**config.mk**
```make
export PLATFORM = sky130hd
export DESIGN_NAME = serial_adder_flat
export DESIGN_NICKNAME = d
export VERILOG_FILES = /design/src/rtl/serial_adder_if.sv /design/src/rtl/serial_adder.sv /design/src/flat_wrapper.sv
export SDC_FILE = /design/constraint.sdc
export NUM_CORES = 1
export LEC_CHECK = 0
export CAP_MARGIN = 20
export CORE_ASPECT_RATIO = 2
export CORE_UTILIZATION = 30
export DETAILED_ROUTE_END_ITERATION = 7
export PLACE_DENSITY = 0.61
export SLEW_MARGIN = 5
export SYNTH_ARGS = -nofsm -noshare
export SYNTH_HDL_FRONTEND = slang
export SYNTH_SLANG_ARGS = --single-unit
```
**constraint.sdc**
```tcl
create_clock -name clk -period 2.2 [get_ports clk]
set_input_delay 0.66 -clock clk [delete_from_list [all_inputs] [get_ports clk]]
set_output_delay 0.66 -clock clk [all_outputs]
set_load 0.05 [all_outputs]
```
**src/rtl/serial_adder_if.sv**
```systemverilog
// Operand/result handshake bundle for serial_adder.
// Ports: in_valid/in_ready/op_a/op_b (operand side), out_valid/out_ready/sum/carry_out (result side), busy.
// master = operand source + result consumer, slave = the adder itself.
interface serial_adder_if #(
    parameter int WIDTH = 8
);
    logic             in_valid;
    logic             in_ready;
    logic [WIDTH-1:0] op_a;
    logic [WIDTH-1:0] op_b;
    logic             out_valid;
    logic             out_ready;
    logic [WIDTH-1:0] sum;
    logic             carry_out;
    logic             busy;

    modport master (
        output in_valid, op_a, op_b, out_ready,
        input  in_ready, out_valid, sum, carry_out, busy
    );

    modport slave (
        input  in_valid, op_a, op_b, out_ready,
        output in_ready, out_valid, sum, carry_out, busy
    );
endinterface

```
**src/rtl/serial_adder.sv**
```systemverilog
// Bit-serial WIDTH-bit adder: one full-adder cell plus a carry flop, LSB first.
// Latency: accept at edge T, out_valid high after edge T+WIDTH; issue interval WIDTH+2.
// Backpressure: in_ready only in IDLE; DONE holds sum/carry_out stable until out_ready.
// Ports: clk, rst (async, active-high), bus (serial_adder_if.slave):
//   in_valid/in_ready/op_a/op_b in, out_valid/out_ready/sum/carry_out out, busy = SHIFT or DONE.
module serial_adder #(
    parameter int WIDTH = 8
) (
    input  logic         clk,
    input  logic         rst,
    serial_adder_if.slave bus
);
    localparam int CW = $clog2(WIDTH);

    typedef enum logic [1:0] {
        IDLE  = 2'd0,
        SHIFT = 2'd1,
        DONE  = 2'd2
    } state_t;

    state_t           state_q, state_d;
    logic [WIDTH-1:0] a_q, a_d;
    logic [WIDTH-1:0] b_q, b_d;
    logic [WIDTH-1:0] res_q, res_d;
    logic             c_q, c_d;
    logic [CW-1:0]    cnt_q, cnt_d;
    logic [WIDTH-1:0] sum_q, sum_d;
    logic             carry_q, carry_d;
    logic             out_valid_q, out_valid_d;

    logic             in_ready_w;
    logic             fa_s;
    logic             fa_c;

    // in_ready is gated by rst so nothing can be accepted while reset is held.
    assign in_ready_w = (state_q == IDLE) && !rst;

    // One-bit full-adder cell fed by the operand LSBs and the carry flop.
    assign fa_s = a_q[0] ^ b_q[0] ^ c_q;
    assign fa_c = (a_q[0] & b_q[0]) | (a_q[0] & c_q) | (b_q[0] & c_q);

    always_comb begin
        state_d     = state_q;
        a_d         = a_q;
        b_d         = b_q;
        res_d       = res_q;
        c_d         = c_q;
        cnt_d       = cnt_q;
        sum_d       = sum_q;
        carry_d     = carry_q;
        out_valid_d = out_valid_q;

        case (state_q)
            IDLE: begin
                if (bus.in_valid && in_ready_w) begin
                    a_d     = bus.op_a;
                    b_d     = bus.op_b;
                    c_d     = 1'b0;   // no carry may leak from the previous operation
                    cnt_d   = '0;
                    state_d = SHIFT;
                end
            end
            SHIFT: begin
                a_d   = a_q >> 1;
                b_d   = b_q >> 1;
                // Sum bits enter at the MSB so the first (LSB) bit ends up at bit 0.
                res_d = {fa_s, res_q[WIDTH-1:1]};
                c_d   = fa_c;
                cnt_d = cnt_q + CW'(1);
                if (cnt_q == CW'(WIDTH - 1)) begin
                    state_d     = DONE;
                    sum_d       = res_d;  // includes the bit produced this cycle
                    carry_d     = fa_c;
                    out_valid_d = 1'b1;
                end
            end
            DONE: begin
                if (bus.out_ready) begin
                    out_valid_d = 1'b0;
                    state_d     = IDLE;
                end
            end
            default: begin
                state_d     = IDLE;
                out_valid_d = 1'b0;
            end
        endcase
    end

    always_ff @(posedge clk or posedge rst) begin
        if (rst) begin
            state_q     <= IDLE;
            a_q         <= '0;
            b_q         <= '0;
            res_q       <= '0;
            c_q         <= 1'b0;
            cnt_q       <= '0;
            sum_q       <= '0;
            carry_q     <= 1'b0;
            out_valid_q <= 1'b0;
        end else begin
            state_q     <= state_d;
            a_q         <= a_d;
            b_q         <= b_d;
            res_q       <= res_d;
            c_q         <= c_d;
            cnt_q       <= cnt_d;
            sum_q       <= sum_d;
            carry_q     <= carry_d;
            out_valid_q <= out_valid_d;
        end
    end

    assign bus.in_ready  = in_ready_w;
    assign bus.out_valid = out_valid_q;
    assign bus.sum       = sum_q;
    assign bus.carry_out = carry_q;
    assign bus.busy      = (state_q != IDLE);
endmodule

```
**src/flat_wrapper.sv**
```systemverilog
// flat-port wrapper written by rule: the top's interface ports become plain ports
module serial_adder_flat 
#(
    parameter int WIDTH = 8
)
  (clk, rst, bus_in_valid, bus_op_a, bus_op_b, bus_out_ready, bus_in_ready, bus_out_valid, bus_sum, bus_carry_out, bus_busy);
  serial_adder_if #(.WIDTH(WIDTH)) bus_i ();
  input  logic clk;
  input  logic rst;
  input wire logic [$bits(bus_i.in_valid)-1:0] bus_in_valid;
  input wire logic [$bits(bus_i.op_a)-1:0] bus_op_a;
  input wire logic [$bits(bus_i.op_b)-1:0] bus_op_b;
  input wire logic [$bits(bus_i.out_ready)-1:0] bus_out_ready;
  output wire logic [$bits(bus_i.in_ready)-1:0] bus_in_ready;
  output wire logic [$bits(bus_i.out_valid)-1:0] bus_out_valid;
  output wire logic [$bits(bus_i.sum)-1:0] bus_sum;
  output wire logic [$bits(bus_i.carry_out)-1:0] bus_carry_out;
  output wire logic [$bits(bus_i.busy)-1:0] bus_busy;
  assign bus_i.in_valid = bus_in_valid;
  assign bus_i.op_a = bus_op_a;
  assign bus_i.op_b = bus_op_b;
  assign bus_i.out_ready = bus_out_ready;
  assign bus_in_ready = bus_i.in_ready;
  assign bus_out_valid = bus_i.out_valid;
  assign bus_sum = bus_i.sum;
  assign bus_carry_out = bus_i.carry_out;
  assign bus_busy = bus_i.busy;
  serial_adder #(.WIDTH(WIDTH)) u_core (.clk(clk), .rst(rst), .bus(bus_i));
endmodule
```
==> qor.csv <==
stage,metric,value,unit
routing,firstDrtPassIters,3,
global_route,track_usage,12.3,%
timing,max_slew_margin,61.5,%
global_route,grt_antenna_before_repair,0,
synthesis,yosys_warnings,0,
global_route,grt_pass1_vias,1192,
synthesis,seq_area_frac_synth,57.9,%
global_route,grt_max_degree,40,
final_layout,antenna_cells,0,
clock_network,cts_buffer_depth,2,
worst_setup_path,cp-end-kind,primary output,
min_path,hold_class,flop to flop,
clock_network,clockRootBuffer,clkbuf_8,
clock_network,hold_buffers,0,
final_layout,fin_cells,247,
timing,tightest_slew,0.578,ns
final_layout,seq_area,976,um2
floorplanning,die_w,55,um
final_layout,area_growth_syn_to_layout,27.8,%
synthesis,yosysMostFrequentCell,nand2_1,
timing,finalSetupViolCount,0,
timing,rsz0062_at_grt,false,
clock_network,cts_buffers,5,
synthesis,ys_seq_elements,39,
worst_setup_path,cp_max_fo,3,
timing,fin_skew,0.00646,ns
worst_setup_path,crit_required,1.54,ns
clock_network,cts_sinks,39,
floorplanning,fp.dieArea,5940,um2
clock_network,htree_levels,2,
routing,vias,1154,
timing,final-hold-violation-count,0,
pwr,p_leak,0.000971,uW
floorplanning,ioPinCount,32,
final_layout,nFillCells,549,
floorplanning,start_util,31.1,%
floorplanning,dieHeight,108,um
global_route,gr-total-overflow,0,
timing,fmax,464,MHz
final_layout,multi_input_area,661,um2
flow_run,drv_cap,0,
status,status,"finished, final reports clean",
routing,viasPerCell,4.67,
floorplanning,core,5420,um2
placed_design,hpwl,2.08,mm
final_layout,drive_gt1_share,18.7,%
final_layout,nNetsFinal,209,
worst_setup_path,crit_chain,clkdlybuf4s50_1 -> nor2_2 -> buf_12,
worst_setup_path,r2r_cells,4,
synthesis,syn_area,1690,um2
clock_network,cts_tree,yes,
synthesis,synth_area_per_cell,11.1,um2
synthesis,synth_edf_count,0,
clock_network,insertion_delay,0.29,ns
placed_design,dp.cells,239,
pwr,ir_drop,0.729,mV
routing,totalWireLength,3.12,mm
timing,period_share,98.0,%
clock_network,cts.repair.resized,0,
placed_design,io_buffer_count,31,
routing,drc,0,
placed_design,gp_congestion,0.681,
synthesis,postSynthCellCount,152,
timing,setup_slack,0.0436,ns
routing,initialDrtViolationCount,15,
synthesis,synth_nets,175,
timing,drv_slew,0,
worst_setup_path,cp.arrival,1.50,ns
final_layout,final_util,39.8,%
placed_design,place_ws,0.0438,ns
pwr,powerDensity,1370,nW/um2
clock_network,post-cts-setup-buffer-count,0,
synthesis,yosys-top-cells-count,"48 x nand2_1, 39 x dfrtp_1, 14 x mux2i_1",
min_path,worstHoldPathCells,2,
worst_setup_path,start_kind,primary input,
global_route,grt_pass1_wl,5.24,mm
worst_setup_path,cpMaxStageDelayCell,clkdlybuf4s50_1,
synthesis,synth.area.top_cells,"dfrtp_1 58%, nand2_1 11%, mux2i_1 8.3%",
synthesis,synth.largest_area_cell,dfrtp_1,
routing,wl_per_cell,12.6,um
floorplanning,core.rowCount,38,
synthesis,synth_top_flop_cell,dfrtp_1,
synthesis,synth_cell_types,23,
synthesis,synthDominantCellAreaShare,57.9,%
timing,min_period,2.16,ns
timing,tns,0,ns
clock_network,cts.clk_slew.worst_paths,0.07,ns
worst_setup_path,critPathMaxStageDelay,0.49,ns
synthesis,synth-async-reset-ratio,100,%
routing,final_antenna_net_count,0,
worst_setup_path,criticalPathCategory,primary input to primary output,
path summary, 6_finish.rpt:
path	from	end	slack (ns)
max	rst	bus_in_ready	0.04
min	u_core.res_q[1]	u_core.res_q[1]	0.48
max reg2reg	u_core.cnt_q[0]	u_core.bus.sum[0]	0.65
min reg2reg	u_core.res_q[1]	u_core.res_q[1]	0.48
max in group asynchronous	rst	u_core.a_q[4]	1.14
min in group asynchronous	rst	u_core.b_q[5]	0.87
per-stage QoR:
stage | power (uW) | hold slack, ns | cell area [um2]
after global routing | 3200 | 0.521 | 2150
final | 2960 | 0.479 | 2150
after CTS | 3030 | 0.485 | 2150
after detailed placement | 2540 | 0.468 | 2070
after global placement | 2510 | 0.461 | 2070
after floorplan | 2150 | 0.442 | 1690
routing by layer:
layer	GRT usage, %	wire length, um	part of all wire, %
met2	21.8	1760	56
met5	0	0	0
met3	2.95	114	3.7
met4	5.36	29	0.93
met1	13.0	1220	39
critical path, delay by kind of cell:
family	cells	cell delay, ns
buf+inv	2	0.64
simple gates	1	0.19
kinds of logic after synthesis:
| kind of cell | count (synthesis) | share of synthesized area [%] |
|---|---|---|
| fa+ha+maj | 3 | 2.67 |
| simple gates | 56 | 14.6 |
| buf+inv | 8 | 3.04 |
| compound gates | 23 | 7.42 |
| mux | 23 | 14.3 |
| flops | 39 | 57.9 |
power breakdown:
| part | switching, uW | internal (uW) | total, uW |
|---|---|---|---|
| clock network | 248 | 220 | 468 |
| logic | 802 | 488 | 1290 |
| registers | 183 | 1020 | 1200 |
| total | 1230 | 1730 | 2960 |
state kept, by name, summed over array words and instances, names as in the netlist:
name                  count
u_core.a_q                8
u_core.bus.sum            8
u_core.state_q            2
u_core.bus.out_valid      1
u_core.cnt_q              3
u_core.c_q                1
u_core.bus.carry_out      1
u_core.res_q              7
u_core.b_q                8
placed cells by master, fill, tap and decap left out, types with 3 or more instances in the layout:
cell             instances
buf_12                   3
buf_4                    8
clkbuf_8                 5
clkdlybuf4s50_1         23
dfrtp_1                 39
mux2_2                   9
mux2i_1                 14
nand2_1                 48
o21ai_0                 10
o21ai_1                  9
final cells by class:
type	count	share of cell area [%]
Sequential cell	39	45.3
Multi-Input combinational cell	105	30.7
Timing Repair Buffer	34	16.3
Tap cell	60	3.48
Clock buffer	5	3.19
Clock inverter	3	0.929
Inverter	1	0.174
Note: power is estimated with default switching activity, not from simulation.
==> edit, RTL diff (same flow settings) <==
`WIDTH` is set to 8 in 3 places; all go to 16.
--- a/src/rtl/serial_adder_if.sv
+++ b/src/rtl/serial_adder_if.sv
@@ -2,7 +2,7 @@
 // Ports: in_valid/in_ready/op_a/op_b (operand side), out_valid/out_ready/sum/carry_out (result side), busy.
 // master = operand source + result consumer, slave = the adder itself.
 interface serial_adder_if #(
-    parameter int WIDTH = 8
+    parameter int WIDTH = 16
 );
     logic             in_valid;
     logic             in_ready;
--- a/src/rtl/serial_adder.sv
+++ b/src/rtl/serial_adder.sv
@@ -4,7 +4,7 @@
 // Ports: clk, rst (async, active-high), bus (serial_adder_if.slave):
 //   in_valid/in_ready/op_a/op_b in, out_valid/out_ready/sum/carry_out out, busy = SHIFT or DONE.
 module serial_adder #(
-    parameter int WIDTH = 8
+    parameter int WIDTH = 16
 ) (
     input  logic         clk,
     input  logic         rst,
--- a/src/flat_wrapper.sv
+++ b/src/flat_wrapper.sv
@@ -1,7 +1,7 @@
 // flat-port wrapper written by rule: the top's interface ports become plain ports
 module serial_adder_flat 
 #(
-    parameter int WIDTH = 8
+    parameter int WIDTH = 16
 )
   (clk, rst, bus_in_valid, bus_op_a, bus_op_b, bus_out_ready, bus_in_ready, bus_out_valid, bus_sum, bus_carry_out, bus_busy);
   serial_adder_if #(.WIDTH(WIDTH)) bus_i ();
Interface: changed (resized bus_op_a, bus_op_b and bus_sum); port bits go from 32 to 56. No check against the original RTL was run, so the function may have changed too.
==> edit against the unedited design <==
Total power up 100%; clock power rose to 2.9 times the old value; worst setup slack better by 0.021 ns; highest routed layer unchanged; fmax is 1.0% higher; final cell count up 92%; count of clock-buffer cells in the layout grew 7; wire length increased by 100%; synthesized cell count is 86% higher; critical endpoint is now bus_carry_out; global-route usage is 0.98 points higher; cell area rose by 88%; worst hold slack lost 0.011 ns; sequential cell count is 33 higher; area after synthesis is 79% higher; core utilization is 1.6 points higher.
==> edit: results <==
[cells_and_area]
fin_nets = 375
drive_gt1_share_pct = 13.5

[status]
status = "finished, final reports clean"

[worst_setup_path]
r2r_slack_ns = 0.48
r2r-end = "u_core.bus.sum[12]$_DFFE_PP0P_"
critPathMaxStageDelay_ns = 0.80
cp_max_fo = 2

[clock_network]
htree_levels = 3
numCtsBuffers = 9
clockRootBuffer = "clkbuf_16"
clk_latency_ns = 0.32
cts_resized = 1
post_cts_buffers = 0
clkTransAtPathRegs_ns = 0.05

[yosys]
synth_mux_area_share_pct = 6.67
synth_commonest_cells = "dfrtp_1, nand2_1, nor2_1"
synthAdderAreaFrac_pct = 1.08
synth_cell_types = 29
ys_seq_area_share_pct = 59.7
syn_inst = 282
netlist_top_cells_area = "dfrtp_1, nand2_1, mux2_1, nor3_1, o22ai_2"
synth_nets = 320
ys_async_sr_fraction_pct = 100

[sta]
slew_headroom_pct = 58.9
clock_skew_ns = 0.00378

[power]
max-vdd-ir-drop_uv = 497
leakage_nw = 1.79

[routing]
dr.pass1.iters = 4
wl_per_cell_um = 13.4
vias = 2196
drt-total-wl_um = 6370
dr.first_iter.drc_count = 129

[floorplan]
initial_core_util_pct = 30.9

[global_route]
met2_usage_pct = 23.2
antenna_found_initial = 0
grt_use_total_pct = 13.3
grt_util_met3_pct = 2.52
grt_pass1_wl_um = 10500
grt_max_degree = 73
grt_remaining_overflow = 0
grtUsageMet1_pct = 15.4

[placed_design]
placed_area_um2 = 3760
dp_hpwl_um = 4290
gp_congestion = 0.756
dp_slack_ns = -0.0285
dp_cells = 458
port_buffers = 55

[min_path]
min_from = "u_core.res_q[1]$_DFFE_PP0P_"
==> edit: cell count changes after synthesis, moves of 3 or more <==
cell,delta
dfrtp_1,+33
o22ai_1,+19
nor3_1,+30
mux2i_1,-13
o21ai_1,-8
o21ai_0,-9
nand2_1,+9
nand3_1,+6
buf_1,+3
mux2_2,-9
clkbuf_1,+6
o22ai_2,+11
mux2_1,+17
nor2_1,+30
==> edit: report_power, final <==
group          leakage (nW)  switching (W)  total [W]  internal (W)
Clock                 0.140       0.000502    0.00137      0.000872
Combinational         0.771        0.00138    0.00233      0.000943
Sequential            0.878       0.000363    0.00226       0.00190
==> edit: how the worst max path moves through the flow <==
| stage | start | to | slack (ns) |
|---|---|---|---|
| finish | u_core.bus.carry_out$_DFFE_PP0P_ | bus_carry_out | 0.06 |
| global route | u_core.bus.carry_out$_DFFE_PP0P_ | bus_carry_out | 0.02 |
| CTS | u_core.bus.out_valid$_DFFE_PP0P_ | bus_out_valid | 0.02 |
| detailed placement | rst | u_core.a_q[14]$_DFFE_PP0P_ | -0.03 |
| global placement | rst | u_core.b_q[0]$_DFFE_PP0P_ | 0.008 |
| floorplan | u_core.state_q[0]$_DFFE_PP0P_ | bus_in_ready | 0.22 |
==> edit: per-layer routing <==
metal  up-vias  part of all wire, %
met4         0                  1.9
met2        39                   55
met3         7                  2.8
li1       1074                    -
met5         -                    0
met1      1076                   40
==> edit: layout make-up <==
cell class,count,area (um^2)
fill,938,5720
sequential,72,1800
multi-input combinational,189,1130
timing repair buffer,64,654
clock buffer,12,236
tap,132,165
clock inverter,4,45.0
inverter,1,7.51
==> edit: stage by stage <==
stage          utilization, %  hold WS [ns]
2_1_floorplan               -         0.442
3_3_place_gp             38.5         0.462
3_5_place_dp             38.5         0.459
4_1_cts                  41.4         0.473
5_1_grt                  41.4         0.499
6_report                 41.4         0.469
